==> src/rtl/axi4_lite_sfp_mch.sv <==
// axi4_lite_sfp_mch: AXI4-Lite register block for an SFP link (master cmd/rsp, slave cmd/rsp)
// with a per-slave status-word mirror and a maskable level interrupt.
module axi4_lite_sfp_mch #(
  parameter int C_S_AXI_DATA_WIDTH = 32,
  parameter int C_SLAVE_NUM = 1,
  parameter int C_STAT_NUM = 9,
  parameter int C_S_AXI_ADDR_WIDTH = $clog2(16 + 16 * C_SLAVE_NUM) + 2
) (
  input  logic                              S_AXI_ACLK,
  input  logic                              S_AXI_ARESETN,
  input  logic [C_S_AXI_ADDR_WIDTH-1:0]     S_AXI_AWADDR,
  input  logic [2:0]                        S_AXI_AWPROT,
  input  logic                              S_AXI_AWVALID,
  output logic                              S_AXI_AWREADY,
  input  logic [C_S_AXI_DATA_WIDTH-1:0]     S_AXI_WDATA,
  input  logic [3:0]                        S_AXI_WSTRB,
  input  logic                              S_AXI_WVALID,
  output logic                              S_AXI_WREADY,
  output logic [1:0]                        S_AXI_BRESP,
  output logic                              S_AXI_BVALID,
  input  logic                              S_AXI_BREADY,
  input  logic [C_S_AXI_ADDR_WIDTH-1:0]     S_AXI_ARADDR,
  input  logic [2:0]                        S_AXI_ARPROT,
  input  logic                              S_AXI_ARVALID,
  output logic                              S_AXI_ARREADY,
  output logic [C_S_AXI_DATA_WIDTH-1:0]     S_AXI_RDATA,
  output logic [1:0]                        S_AXI_RRESP,
  output logic                              S_AXI_RVALID,
  input  logic                              S_AXI_RREADY,
  output logic                              o_sfp_en,
  output logic [1:0]                        o_sfp_id,
  output logic [31:0]                       o_m_sfp_cmd,
  output logic [31:0]                       o_m_sfp_data,
  output logic                              o_m_sfp_flag,
  input  logic [63:0]                       i_m_sfp_rsp,
  input  logic                              i_m_sfp_rsp_valid,
  input  logic [31:0]                       i_s_sfp_cmd,
  input  logic [31:0]                       i_s_sfp_data,
  input  logic                              i_s_sfp_cmd_valid,
  output logic [63:0]                       o_s_sfp_rsp,
  output logic                              o_s_sfp_rsp_flag,
  input  logic [C_SLAVE_NUM*C_STAT_NUM*32-1:0] i_stat,
  output logic                              o_irq
);
  localparam int AW = C_S_AXI_ADDR_WIDTH;
  localparam int NW = 2 ** (AW - 2);
  logic [AW-3:0] widx, ridx;
  logic wr, rd, acc;
  logic [15:0] we;
  logic [3:0] irq_stat, irq_en, irq_set, w1c;
  logic [63:0] m_rsp;
  logic [31:0] s_cmd, s_data;
  logic [C_SLAVE_NUM*C_STAT_NUM*32-1:0] stat_q;
  logic [31:0] rd_word [0:NW-1];
  logic unused;
  function automatic logic [31:0] wmask(input logic [31:0] o, input logic [31:0] d, input logic [3:0] s);
    return {s[3] ? d[31:24] : o[31:24], s[2] ? d[23:16] : o[23:16],
            s[1] ? d[15:8] : o[15:8], s[0] ? d[7:0] : o[7:0]};
  endfunction
  assign unused = ^{S_AXI_AWPROT, S_AXI_ARPROT, S_AXI_AWADDR[1:0], S_AXI_ARADDR[1:0]};
  assign widx = S_AXI_AWADDR[AW-1:2];
  assign ridx = S_AXI_ARADDR[AW-1:2];
  assign acc = S_AXI_AWVALID & S_AXI_WVALID & ~S_AXI_AWREADY & ~S_AXI_BVALID;
  assign wr = S_AXI_AWREADY & S_AXI_AWVALID & S_AXI_WVALID;
  assign rd = S_AXI_ARREADY & S_AXI_ARVALID;
  assign we = (wr && widx[AW-3:4] == '0) ? 16'd1 << widx[3:0] : 16'd0;
  assign w1c = (we[8] & S_AXI_WSTRB[0]) ? S_AXI_WDATA[3:0] : 4'd0;
  assign irq_set = {i_s_sfp_cmd_valid & irq_stat[1], i_m_sfp_rsp_valid & irq_stat[0],
                    i_s_sfp_cmd_valid, i_m_sfp_rsp_valid};
  assign S_AXI_BRESP = 2'b00;
  assign S_AXI_RRESP = 2'b00;
  assign rd_word[0] = {31'd0, o_sfp_en};
  assign rd_word[1] = {30'd0, o_sfp_id};
  assign rd_word[2] = o_m_sfp_cmd;
  assign rd_word[3] = o_m_sfp_data;
  assign rd_word[4] = 32'd0;
  assign rd_word[5] = o_s_sfp_rsp[31:0];
  assign rd_word[6] = o_s_sfp_rsp[63:32];
  assign rd_word[7] = 32'd0;
  assign rd_word[8] = {28'd0, irq_stat};
  assign rd_word[9] = {28'd0, irq_en};
  assign rd_word[10] = m_rsp[31:0];
  assign rd_word[11] = m_rsp[63:32];
  assign rd_word[12] = s_cmd;
  assign rd_word[13] = s_data;
  assign rd_word[14] = 32'h0002_0000;
  assign rd_word[15] = 32'd0;
  // Each slave owns a 16-word window; words past C_STAT_NUM or past the last slave read as 0.
  for (genvar g = 16; g < NW; g++) begin : g_stat
    if ((g - 16) / 16 < C_SLAVE_NUM && (g - 16) % 16 < C_STAT_NUM) begin : g_on
      assign rd_word[g] = stat_q[(((g - 16) / 16) * C_STAT_NUM + (g - 16) % 16) * 32 +: 32];
    end else begin : g_off
      assign rd_word[g] = 32'd0;
    end
  end
  always_ff @(posedge S_AXI_ACLK or negedge S_AXI_ARESETN) begin
    if (!S_AXI_ARESETN) begin
      S_AXI_AWREADY <= 1'b0;
      S_AXI_WREADY <= 1'b0;
      S_AXI_BVALID <= 1'b0;
      S_AXI_ARREADY <= 1'b0;
      S_AXI_RVALID <= 1'b0;
      S_AXI_RDATA <= '0;
      o_sfp_en <= 1'b0;
      o_sfp_id <= 2'd0;
      o_m_sfp_cmd <= 32'd0;
      o_m_sfp_data <= 32'd0;
      o_m_sfp_flag <= 1'b0;
      o_s_sfp_rsp <= 64'd0;
      o_s_sfp_rsp_flag <= 1'b0;
      o_irq <= 1'b0;
      irq_stat <= 4'd0;
      irq_en <= 4'd0;
      m_rsp <= 64'd0;
      s_cmd <= 32'd0;
      s_data <= 32'd0;
      stat_q <= '0;
    end else begin
      S_AXI_AWREADY <= acc;
      S_AXI_WREADY <= acc;
      S_AXI_BVALID <= wr | (S_AXI_BVALID & ~S_AXI_BREADY);
      S_AXI_ARREADY <= S_AXI_ARVALID & ~S_AXI_ARREADY & ~S_AXI_RVALID;
      S_AXI_RVALID <= rd | (S_AXI_RVALID & ~S_AXI_RREADY);
      if (rd) S_AXI_RDATA <= rd_word[ridx];
      if (we[0] & S_AXI_WSTRB[0]) o_sfp_en <= S_AXI_WDATA[0];
      if (we[1] & S_AXI_WSTRB[0]) o_sfp_id <= S_AXI_WDATA[1:0];
      if (we[2]) o_m_sfp_cmd <= wmask(o_m_sfp_cmd, S_AXI_WDATA, S_AXI_WSTRB);
      if (we[3]) o_m_sfp_data <= wmask(o_m_sfp_data, S_AXI_WDATA, S_AXI_WSTRB);
      if (we[5]) o_s_sfp_rsp[31:0] <= wmask(o_s_sfp_rsp[31:0], S_AXI_WDATA, S_AXI_WSTRB);
      if (we[6]) o_s_sfp_rsp[63:32] <= wmask(o_s_sfp_rsp[63:32], S_AXI_WDATA, S_AXI_WSTRB);
      if (we[9] & S_AXI_WSTRB[0]) irq_en <= S_AXI_WDATA[3:0];
      o_m_sfp_flag <= we[4] & S_AXI_WDATA[0];
      o_s_sfp_rsp_flag <= we[7] & S_AXI_WDATA[0];
      irq_stat <= (irq_stat & ~w1c) | irq_set;
      o_irq <= |(irq_stat & irq_en);
      if (i_m_sfp_rsp_valid) m_rsp <= i_m_sfp_rsp;
      if (i_s_sfp_cmd_valid) s_cmd <= i_s_sfp_cmd;
      if (i_s_sfp_cmd_valid) s_data <= i_s_sfp_data;
      stat_q <= i_stat;
    end
  end
endmodule

==> config.mk <==
export PLATFORM = sky130hd
export DESIGN_NAME = axi4_lite_sfp_mch
export DESIGN_NICKNAME = d
export VERILOG_FILES = /design/src/rtl/axi4_lite_sfp_mch.sv
export SDC_FILE = /design/constraint.sdc
export NUM_CORES = 1
export LEC_CHECK = 0
export BUFFER_PORTS_ARGS = -buffer_cell sky130_fd_sc_hd__buf_2
export CAP_MARGIN = 20
export CORE_MARGIN = 2
export CORE_UTILIZATION = 25
export CTS_CLUSTER_SIZE = 16
export DETAILED_ROUTE_END_ITERATION = 16
export GPL_ROUTABILITY_DRIVEN = 0
export PLACE_DENSITY = 0.56
export SLEW_MARGIN = 10
export SYNTH_ARGS = -nofsm -noshare
export SYNTH_HDL_FRONTEND = slang
export SYNTH_SLANG_ARGS = --single-unit
==> constraint.sdc <==
create_clock -name S_AXI_ACLK -period 1.7 [get_ports S_AXI_ACLK]
set_input_delay 0.085 -clock S_AXI_ACLK [delete_from_list [all_inputs] [get_ports S_AXI_ACLK]]
set_output_delay 0.085 -clock S_AXI_ACLK [all_outputs]
set_load 0.01 [all_outputs]
==> results of run 1 <==
[how the worst max path moves through the flow]
stage | from | slack [ps] | endpoint | cells past startpoint
after global routing | S_AXI_WREADY$_DFF_PN0_ | -160 | o_m_sfp_cmd[2]$_DFFE_PN0P_ | 5
after CTS | S_AXI_WREADY$_DFF_PN0_ | -90 | o_s_sfp_rsp[36]$_DFFE_PN0P_ | 5
final | S_AXI_WREADY$_DFF_PN0_ | -120 | o_m_sfp_cmd[0]$_DFFE_PN0P_ | 5
after floorplan | S_AXI_WREADY$_DFF_PN0_ | -30 | o_m_sfp_cmd[0]$_DFFE_PN0P_ | 4
after detailed placement | S_AXI_ARADDR[2] | -690 | S_AXI_RDATA[16]$_DFFE_PN0P_ | 8
after global placement | S_AXI_ARADDR[2] | -1140 | S_AXI_RDATA[14]$_DFFE_PN0P_ | 8
[where the power goes]
group          switching [mW]  internal [mW]  total, mW
logic                    2.55           2.78       5.33
clock network            6.19           9.86       16.0
registers               0.534           15.1       15.7
[sequential cells by signal (all words and copies together) (netlist names), 2 cells and up]
register	count
S_AXI_RDATA	32
irq_en	4
irq_stat	4
m_rsp	64
o_m_sfp_cmd	32
o_m_sfp_data	32
o_s_sfp_rsp	64
o_sfp_id	2
s_cmd	32
s_data	32
stat_q	288
[through the flow]
stage          cells  setup WS, ps  instance area, um2  TNS [ps]
2_1_floorplan   1603         -31.2               23300      -403
3_3_place_gp    3590         -1140               29700    -15870
3_5_place_dp    3593          -692               29700    -14960
4_1_cts         4235         -88.6               37600     -2810
5_1_grt         4253          -158               38100     -9360
6_report        4256          -120               38100     -2280
[critical path: cells and delay by family, from the launching register on]
| family | cells | cell delay [ps] |
|---|---|---|
| muxes | 1 | 300 |
| DFF | 1 | 380 |
| buffers and inverters | 1 | 160 |
| and+or+nand+nor | 3 | 830 |
[layer usage]
| metal | wire length, um | part of all wire (%) |
|---|---|---|
| met2 | 47900 | 49 |
| met1 | 40300 | 41 |
| met4 | 4240 | 4.3 |
| met3 | 6080 | 6.2 |
| met5 | 27 | 0.027 |
[cells in the final DEF (no fill, tap or decap), types with 5 or more instances in the layout]
master | Yosys | layout
nand2_2 | 7 | 5
o21ai_0 | 64 | 49
mux2i_1 | 213 | 213
a221oi_1 | 30 | 8
clkbuf_16 | 0 | 75
clkinv_2 | 0 | 11
bufinv_16 | 0 | 12
dlygate4sd3_1 | 0 | 512
buf_12 | 0 | 47
clkbuf_8 | 0 | 7
nor3_2 | 0 | 5
inv_6 | 0 | 6
a221oi_2 | 0 | 22
diode_2 | 0 | 8
a22o_1 | 29 | 29
o21ai_2 | 0 | 7
clkbuf_1 | 47 | 12
a21oi_1 | 9 | 9
nor2_1 | 67 | 64
nor4_4 | 5 | 6
a2111oi_0 | 26 | 9
buf_2 | 36 | 639
mux2_2 | 256 | 232
buf_4 | 11 | 154
nand3b_1 | 10 | 10
o21ai_1 | 0 | 8
nand2_1 | 21 | 19
mux2_1 | 10 | 7
mux2_4 | 0 | 27
o22ai_1 | 59 | 59
a211oi_1 | 7 | 6
dfrtp_1 | 594 | 593
buf_6 | 0 | 15
a2111oi_1 | 0 | 8
a2111oi_2 | 0 | 8
nor3_1 | 32 | 27
[kinds of logic (layout without fill, tap and decap cells)]
logic type,Yosys count,in the layout,synth area share [%]
AND/OR/NAND/NOR,176,176,4.29
AO/OA/AOI/OAI,243,243,7.25
multiplexers,483,483,22.5
buffers and inverters,103,1505,2.04
flip-flops,594,594,64.0
other,1,12,0.0161
[layout make-up]
class	count	area, um2
Fill cell	8446	53900
Sequential cell	594	14900
Timing Repair Buffer	1376	10800
Multi-Input combinational cell	906	8430
Clock buffer	90	1920
Tap cell	1243	1560
Clock inverter	34	523
Antenna cell	8	20.0
Inverter	5	18.8
[what timing repair did]
action                                  4_1_cts  5_1_grt
pin swaps                                     6       18
hold buffers                                513        0
endpoints found under the setup margin      113      142
endpoints found under the hold margin      1158        0
gates cloned                                  1        2
buffers inserted                              4       12
gates resized for setup                      48       95
==> results.sh, run 1 <==
export IMPL_status="finished, violations left"
export IMPL_violations="negative setup slack"
export IMPL_clk_pin_slew_ps=60
export IMPL_clockRootBuffer="clkbuf_16"
export IMPL_yosysWarnings=0
export IMPL_clk_path_buf_depth=3
export IMPL_cp_arrival_ps=2310
export IMPL_yosysSeqAreaShare_pct=64.0
export IMPL_finalSetupViolations=59
export IMPL_cap_violations=0
export IMPL_finalHoldViolations=0
export IMPL_synth_edf_count=0
export IMPL_fin_crit_sh_pct=107
export IMPL_grt_pass1_vias=21600
export IMPL_async_reset_ff_share_pct=100
export IMPL_startpoint_type="flip-flop"
export IMPL_row_count=111
export IMPL_drtIter0Drc=1176
export IMPL_avgSynthCellArea_um2=14.5
export IMPL_yosys_top_cells_area="dfrtp_1 (64%), mux2_2 (12%), mux2i_1 (9.2%)"
export IMPL_wl_um=98500
export IMPL_skew_ps=27.5
export IMPL_layout_drive_gt1_share_pct=44.1
export IMPL_holdCritStartpoint="S_AXI_ARADDR[5]"
export IMPL_max_freq_mhz=549
export IMPL_rrSetupSlack_ps=-120
export IMPL_dieArea_mm2=0.0954
export IMPL_numCtsBuffers=70
export IMPL_synth_cells=1600
export IMPL_routed_via_count=19300
export IMPL_drc=0
export IMPL_hold_path_class="input port to flip-flop"
export IMPL_io_buffers=641
export IMPL_rsz0062_at_grt="true"
export IMPL_ant_nets=0
export IMPL_synth_commonest_cells="dfrtp_1 (594), mux2_2 (256), mux2i_1 (213), nor2_1 (67), o21ai_0 (64)"
export IMPL_grtUsageMet3_pct=4.80
export IMPL_die_y_um=309
export IMPL_worst_slew_pin_slew_ps=675
export IMPL_irDropWorstVdd_mv=0.812
export IMPL_min_period_ps=1820
export IMPL_slew_headroom_pct=55.0
export IMPL_ys_flop_type="dfrtp_1"
export IMPL_via_per_inst=4.54
export IMPL_yosysUniqueCellTypes=52
export IMPL_start_util_pct=25.3
export IMPL_area_growth_pct=63.9
export IMPL_r2r_end="o_m_sfp_cmd[0]$_DFFE_PN0P_"
export IMPL_ys_ff_latch=594
export IMPL_cts_htree_levels=3
export IMPL_cp_max_fo=6
export IMPL_routedWlPerCell_um=23.2
export IMPL_grt_max_degree=81
export IMPL_fin_nets=3434
export IMPL_overflow=0
export IMPL_grt_busiest_layer="met2"
export IMPL_cp_slowest_stage_delay_ps=460
export IMPL_r2r_start="S_AXI_WREADY$_DFF_PN0_"
export IMPL_utilization_pct=41.4
export IMPL_antenna_found_initial=9
export IMPL_path_class="flip-flop to flip-flop"
export IMPL_total_power_mw=37.0
export IMPL_firstDrtPassIters=5
export IMPL_grtUsageTotal_pct=20.2
export IMPL_met1_usage_pct=24.8
export IMPL_hold_path_depth=3
export IMPL_setup_slack_ps=-120
export IMPL_fin_hold_ws_ps=43.8
export IMPL_drv_slew=0
export IMPL_hold_end="S_AXI_RDATA[23]$_DFFE_PN0P_"
export IMPL_crit_path_top_delay_cell="or3_4"
export IMPL_synth_area_mm2=0.0232
export IMPL_crit_chain="nand4b_4 -> or3_4 -> nor2_4 -> buf_6 -> mux2_4"
export IMPL_power_density_mw_per_mm2=972
export IMPL_reg2reg_depth=5
export IMPL_cts_tree="yes"
export IMPL_grt_use_met2_pct=33.5
export IMPL_grt_pass1_wl_um=140000
export IMPL_cp_end_kind="flip-flop"
export IMPL_synth_largest_area_cell="dfrtp_1"
export IMPL_core_mm2=0.0919
export IMPL_required_ps=2190
export IMPL_clkSinkCount=594
export IMPL_synth_top_area_share_pct=64.0
export IMPL_die_w_um=309
export IMPL_hpwl_um=71000
export IMPL_io_pins=656
export IMPL_power_leakage_nw=18.1
export IMPL_yosysMostFrequentCell="dfrtp_1"
export IMPL_clk_latency_ps=630
(Power assumes the default switching activity.)
==> run 2: changes to the inputs <==
--- a/config.mk
+++ b/config.mk
@@ -7,12 +7,13 @@
 export LEC_CHECK = 0
 export BUFFER_PORTS_ARGS = -buffer_cell sky130_fd_sc_hd__buf_2
 export CAP_MARGIN = 20
-export CORE_MARGIN = 2
-export CORE_UTILIZATION = 25
+export CORE_AREA = 2 2 254 256
 export CTS_CLUSTER_SIZE = 16
 export DETAILED_ROUTE_END_ITERATION = 16
+export DIE_AREA = 0 0 256 258
 export GPL_ROUTABILITY_DRIVEN = 0
-export PLACE_DENSITY = 0.56
+export PLACE_DENSITY = 0.72
+export SKIP_CTS_REPAIR_TIMING = 1
 export SLEW_MARGIN = 10
 export SYNTH_ARGS = -nofsm -noshare
 export SYNTH_HDL_FRONTEND = slang
==> run 2 against run 1 <==
The run ends with negative hold slack, negative setup slack left. Clock power decreased by 4%. Sequential share of layout area grew 1.0 points. Final cell count fell by 11%. Clock skew decreased by 1.0 ps. Non-clock buffer count is 66 lower. Die area fell by 31%. Register-to-register slack got worse by 40 ps. Wire length is essentially flat. Combinational power down 0.9%. Critical endpoint is now S_AXI_RDATA[14]$_DFFE_PN0P_.
==> results.sh, run 2 (synthesis gave the netlist of run 1 again) <==
export IMPL_die_w_um=256
export IMPL_cp_common_cell="buf_4"
export IMPL_largest_reg_flops=288
export IMPL_status="finished, violations left"
export IMPL_cts_tree="yes"
export IMPL_drv_slew=0
export IMPL_setup_slack_ps=-156
export IMPL_overflow=0
export IMPL_startpoint_type="flip-flop"
export IMPL_drtIter0Drc=1550
export IMPL_cp_max_fo=6
export IMPL_drt_met1_wl_um=37600
export IMPL_clockRootBuffer="clkbuf_16"
export IMPL_clkSinkCount=594
export IMPL_grt_pass1_wl_um=120000
export IMPL_final_common_cell="buf_2"
export IMPL_clk_pin_slew_ps=60
export IMPL_drc=0
export IMPL_hpwl_um=62700
export IMPL_start_util_pct=36.5
export IMPL_firstDrtPassIters=5
export IMPL_dpl_cell_area_mm2=0.0291
export IMPL_critPathTopFamily="buffers and inverters"
export IMPL_clk_path_buf_depth=3
export IMPL_grtUsageTotal_pct=24.4
export IMPL_wl_met2_um=48600
export IMPL_top_layer_used="met5"
export IMPL_nFillCells=4688
export IMPL_top_register="stat_q"
export IMPL_worst_slew_pin_slew_ps=513
export IMPL_fin_hold_ws_ps=-3.51
export IMPL_skew_ps=26.5
export IMPL_slew_headroom_pct=64.9
export IMPL_min_period_ps=1860
export IMPL_clk_latency_ps=620
export IMPL_numCtsBuffers=66
export IMPL_cts_htree_levels=3
export IMPL_stdcell_area_mm2=0.0371
export IMPL_cap_violations=0
export IMPL_crit_path_top_delay_cell="dfrtp_1"
export IMPL_layout_common_cells="buf_2 (639), dfrtp_1 (593), dlygate4sd3_1 (462)"
export IMPL_wl_um=98500
export IMPL_routedWlPerCell_um=25.9
export IMPL_reg_largest_list="stat_q x288, m_rsp x64, o_s_sfp_rsp x64"
export IMPL_max_freq_mhz=539
export IMPL_worst_path_buf_inv=4
export IMPL_finalSetupViolations=57
export IMPL_power_leakage_nw=17.9
export IMPL_antenna_found_initial=18
export IMPL_core_mm2=0.0636
export IMPL_grt_max_degree=91
export IMPL_crit_chain="and3_4 -> buf_12 -> buf_4 -> buf_6 -> o21ai_2 -> a2111oi_2 -> buf_4 -> nor3_2"
export IMPL_die_y_um=258
export IMPL_irDropWorstVdd_mv=0.903
export IMPL_power_density_mw_per_mm2=980
export IMPL_layout_drive_gt1_share_pct=45.1
export IMPL_area_growth_pct=59.7
export IMPL_ant_nets=0
export IMPL_path_class="flip-flop to flip-flop"
export IMPL_routed_via_count=20200
export IMPL_fin_tns_setup_ps=-2090
export IMPL_finalHoldViolations=2
export IMPL_violations="negative hold slack, negative setup slack"
export IMPL_cp_slowest_stage_delay_ps=370
export IMPL_rsz0062_at_grt="true"
export IMPL_via_per_inst=5.31
export IMPL_fin_crit_sh_pct=109
export IMPL_io_pins=656
export IMPL_hold_path_class="input port to flip-flop"
export IMPL_total_power_mw=36.4
export IMPL_wl_met3_um=7090
export IMPL_grt_pass1_vias=18400
export IMPL_row_count=93
export IMPL_dieArea_mm2=0.0660
export IMPL_cp_arrival_ps=2320
export IMPL_io_buffers=641
export IMPL_fin_nets=3364
export IMPL_cp_end_kind="flip-flop"
export IMPL_utilization_pct=58.3
export IMPL_required_ps=2170
## run 2: final timing paths
path                                    startpoint                          end  slack [ps]  cells past startpoint
max                        S_AXI_ARREADY$_DFF_PN0_  S_AXI_RDATA[14]$_DFFE_PN0P_        -160                      8
min                                 S_AXI_WSTRB[0]  o_m_sfp_data[3]$_DFFE_PN0P_          -4                      3
max reg2reg                S_AXI_ARREADY$_DFF_PN0_  S_AXI_RDATA[14]$_DFFE_PN0P_        -160                      8
min reg2reg                 S_AXI_RVALID$_DFF_PN0_      S_AXI_ARREADY$_DFF_PN0_         460                      1
max in group asynchronous            S_AXI_ARESETN        stat_q[153]$_DFF_PN0_         160                      4
min in group asynchronous            S_AXI_ARESETN       s_data[29]$_DFFE_PN0P_         540                      3
## run 2: report_power, final
| part | total, mW | switching, mW | internal [mW] |
|---|---|---|---|
| registers | 15.7 | 0.577 | 15.1 |
| logic | 5.28 | 2.64 | 2.64 |
| clock network | 15.4 | 6.43 | 8.97 |
## run 2: area by class of cell
type	instances	area [um2]	area share (%)
repair buffers	1310	10100	27.2
flip-flops and latches	594	14900	40.1
well taps	855	1070	2.88
inverters	5	18.8	0.0506
clock inverters	34	502	1.35
clock buffers	85	1820	4.91
multi-input cells	906	8700	23.5
diodes	16	40.0	0.108
## run 2: per-stage QoR
stage / hold slack [ps] / instances / worst slack, ps
after floorplan: -211 / 1603 / -31.2
after global placement: 11.5 / 3187 / -975
after CTS: -648 / 3308 / -488
final: -3.51 / 3805 / -156
after detailed placement: 11.7 / 3189 / -614
after global routing: 3.23 / 3804 / -247
## run 2: worst reg2reg max path: stages, from the launching register on
cell       delay [ps]
dfrtp_1           370
and3_4            300
buf_12            160
buf_4             130
buf_6              90
o21ai_2            60
a2111oi_2         350
buf_4             210
nor3_2             50
## run 2: routing by layer
metal  up-vias  track usage, %
met3       361            5.52
met4         2            9.37
met2      1107            40.4
met1     10300            31.5
li1       8449               -
met5         -               0
==> run 3: changes to the inputs <==
--- a/config.mk
+++ b/config.mk
@@ -7,12 +7,14 @@
 export LEC_CHECK = 0
 export BUFFER_PORTS_ARGS = -buffer_cell sky130_fd_sc_hd__buf_2
 export CAP_MARGIN = 20
-export CORE_AREA = 2 2 254 256
+export CORE_AREA = 3 3 255 257
+export CTS_CLUSTER_DIAMETER = 120
 export CTS_CLUSTER_SIZE = 16
 export DETAILED_ROUTE_END_ITERATION = 16
-export DIE_AREA = 0 0 256 258
+export DIE_AREA = 0 0 258 260
 export GPL_ROUTABILITY_DRIVEN = 0
 export PLACE_DENSITY = 0.72
+export SETUP_SLACK_MARGIN = 0.2
 export SKIP_CTS_REPAIR_TIMING = 1
 export SLEW_MARGIN = 10
 export SYNTH_ARGS = -nofsm -noshare
==> run 3 against run 2 <==
Non-clock buffer count up 7. Critical endpoint is now S_AXI_RDATA[10]$_DFFE_PN0P_. Maximum frequency rose by 5.2%. Die area is 1.6% higher. The flow finishes with violations (negative setup slack). Wire length increased by 0.63%. Clock power down 37%. Combinational power is 1% higher. Largest power group unchanged. Via count shrank 1.7%. Register-to-register slack better by 90 ps. Total power shrank 15%. Critical path depth fell by 1.
==> results.sh, run 3 (synthesis gave the netlist of run 1 again) <==
export IMPL_status="finished, violations left"
export IMPL_violations="negative setup slack"
export IMPL_rsz0062_at_grt="true"
export IMPL_io_buffers=641
export IMPL_drc=0
export IMPL_startpoint_type="flip-flop"
export IMPL_grt_pass1_vias=18200
export IMPL_finalSetupViolations=42
export IMPL_slew_headroom_pct=58.0
export IMPL_wl_um=99100
export IMPL_drt_met1_wl_um=37500
export IMPL_cp_end_kind="flip-flop"
export IMPL_irDropWorstVdd_mv=0.921
export IMPL_power_leakage_nw=17.3
export IMPL_post_place_ws_ps=-609
export IMPL_layout_drive_gt1_share_pct=44.8
export IMPL_seq_area_mm2=0.0149
export IMPL_required_ps=2180
export IMPL_layout_common_cells="buf_2 (640), dfrtp_1 (593), dlygate4sd3_1 (465)"
export IMPL_grt_pass1_wl_um=120000
export IMPL_cap_violations=0
export IMPL_reg_largest_list="stat_q x288, m_rsp x64, o_s_sfp_rsp x64"
export IMPL_ant_nets=0
export IMPL_cts_tree="yes"
export IMPL_numCtsBuffers=43
export IMPL_worst_slew_pin_slew_ps=613
export IMPL_firstDrtPassIters=5
export IMPL_wl_met2_um=48900
export IMPL_final_common_cell="buf_2"
export IMPL_clk_latency_ps=600
export IMPL_top_register="stat_q"
export IMPL_grt_max_degree=92
export IMPL_total_power_mw=30.8
export IMPL_fin_tns_setup_ps=-516
export IMPL_hold_path_class="input port to async pin"
export IMPL_hpwl_um=64900
export IMPL_io_pins=656
export IMPL_dieArea_mm2=0.0671
export IMPL_die_y_um=260
export IMPL_wl_met3_um=7610
export IMPL_max_freq_mhz=567
export IMPL_start_util_pct=36.9
export IMPL_core_mm2=0.0630
export IMPL_multi_input_area_mm2=0.00889
export IMPL_row_count=92
export IMPL_top_layer_used="met5"
export IMPL_fin_nets=3348
export IMPL_rrSetupSlack_ps=-60
export IMPL_clk_path_buf_depth=3
export IMPL_cp_max_fo=5
export IMPL_die_w_um=258
export IMPL_via_per_inst=5.33
export IMPL_path_class="flip-flop to flip-flop"
export IMPL_routed_via_count=19900
export IMPL_setup_slack_ps=-64.6
export IMPL_skew_ps=27.8
export IMPL_clockRootBuffer="clkbuf_16"
export IMPL_dp_cells=3177
export IMPL_cp_arrival_ps=2250
export IMPL_largest_reg_flops=288
export IMPL_drv_slew=0
export IMPL_nFillCells=4728
export IMPL_utilization_pct=57.5
export IMPL_routedWlPerCell_um=26.6
export IMPL_cts_htree_levels=2
export IMPL_stdcell_count=3727
export IMPL_min_period_ps=1760
export IMPL_area_growth_pct=55.9
export IMPL_grtUsageTotal_pct=24.3
export IMPL_overflow=0
export IMPL_fin_crit_sh_pct=104
export IMPL_antenna_found_initial=10
export IMPL_power_density_mw_per_mm2=849
export IMPL_finalHoldViolations=0
export IMPL_clkSinkCount=594
export IMPL_clk_pin_slew_ps=70
export IMPL_drtIter0Drc=1590
==> run 3: changes by cell type in the layout (fill, tap and decap cells not counted), moves of 8 or more <==
cell / previous run / this run
o21ai_0: 37 / 26
clkbuf_16: 68 / 47
clkinv_2: 11 / 0
bufinv_16: 8 / 0
clkbuf_1: 9 / 1
clkbuf_8: 10 / 0
==> run 3: metrics by stage <==
stage          instance area (um2)  hold slack [ps]
2_1_floorplan                23300             -211
4_1_cts                      30200             -628
5_1_grt                      36200             1.67
3_5_place_dp                 29100             25.3
3_3_place_gp                 29100             18.0
6_report                     36200             5.67
==> run 3: path summary, 6_finish.rpt <==
path,from,endpoint,depth (start not counted)
worst max register to register,S_AXI_ARREADY$_DFF_PN0_,S_AXI_RDATA[10]$_DFFE_PN0P_,7
worst max-delay path,S_AXI_ARREADY$_DFF_PN0_,S_AXI_RDATA[10]$_DFFE_PN0P_,7
max in group asynchronous,S_AXI_ARESETN,m_rsp[11]$_DFFE_PN0P_,3
worst min-delay path,S_AXI_ARESETN,m_rsp[39]$_DFFE_PN0P_,2
min in group S_AXI_ACLK,S_AXI_ARADDR[6],S_AXI_RDATA[30]$_DFFE_PN0P_,4
worst min register to register,S_AXI_BVALID$_DFF_PN0_,S_AXI_WREADY$_DFF_PN0_,1
==> run 3: report_power, final <==
part / switching (mW) / internal, mW
Clock: 5.13 / 4.59
Sequential: 0.621 / 15.1
Combinational: 2.67 / 2.67
Total: 8.42 / 22.4
==> run 3: final cells by class <==
| type | instances | share of cell area [%] |
|---|---|---|
| tap | 846 | 2.92 |
| clock buffer | 44 | 2.98 |
| timing repair buffer | 1317 | 28.2 |
| multi-input combinational | 906 | 24.5 |
| sequential | 594 | 41.0 |
| clock inverter | 4 | 0.180 |
| antenna | 11 | 0.0760 |
| inverter | 5 | 0.0518 |
==> run 3: critical path, cell delays in order (launching register included) <==
cell and delay, ps:
dfrtp_1 410, and3_4 260, buf_12 140, clkbuf_16 160, o21ai_4 70, a2111oi_4 400, buf_4 170, nor3_1 40
==> run 3: metal layers <==
metal,up-vias,GRT usage (%)
met5,-,0
met4,2,8.75
met3,320,5.39
met2,1077,40.4
met1,10100,31.4
li1,8367,-
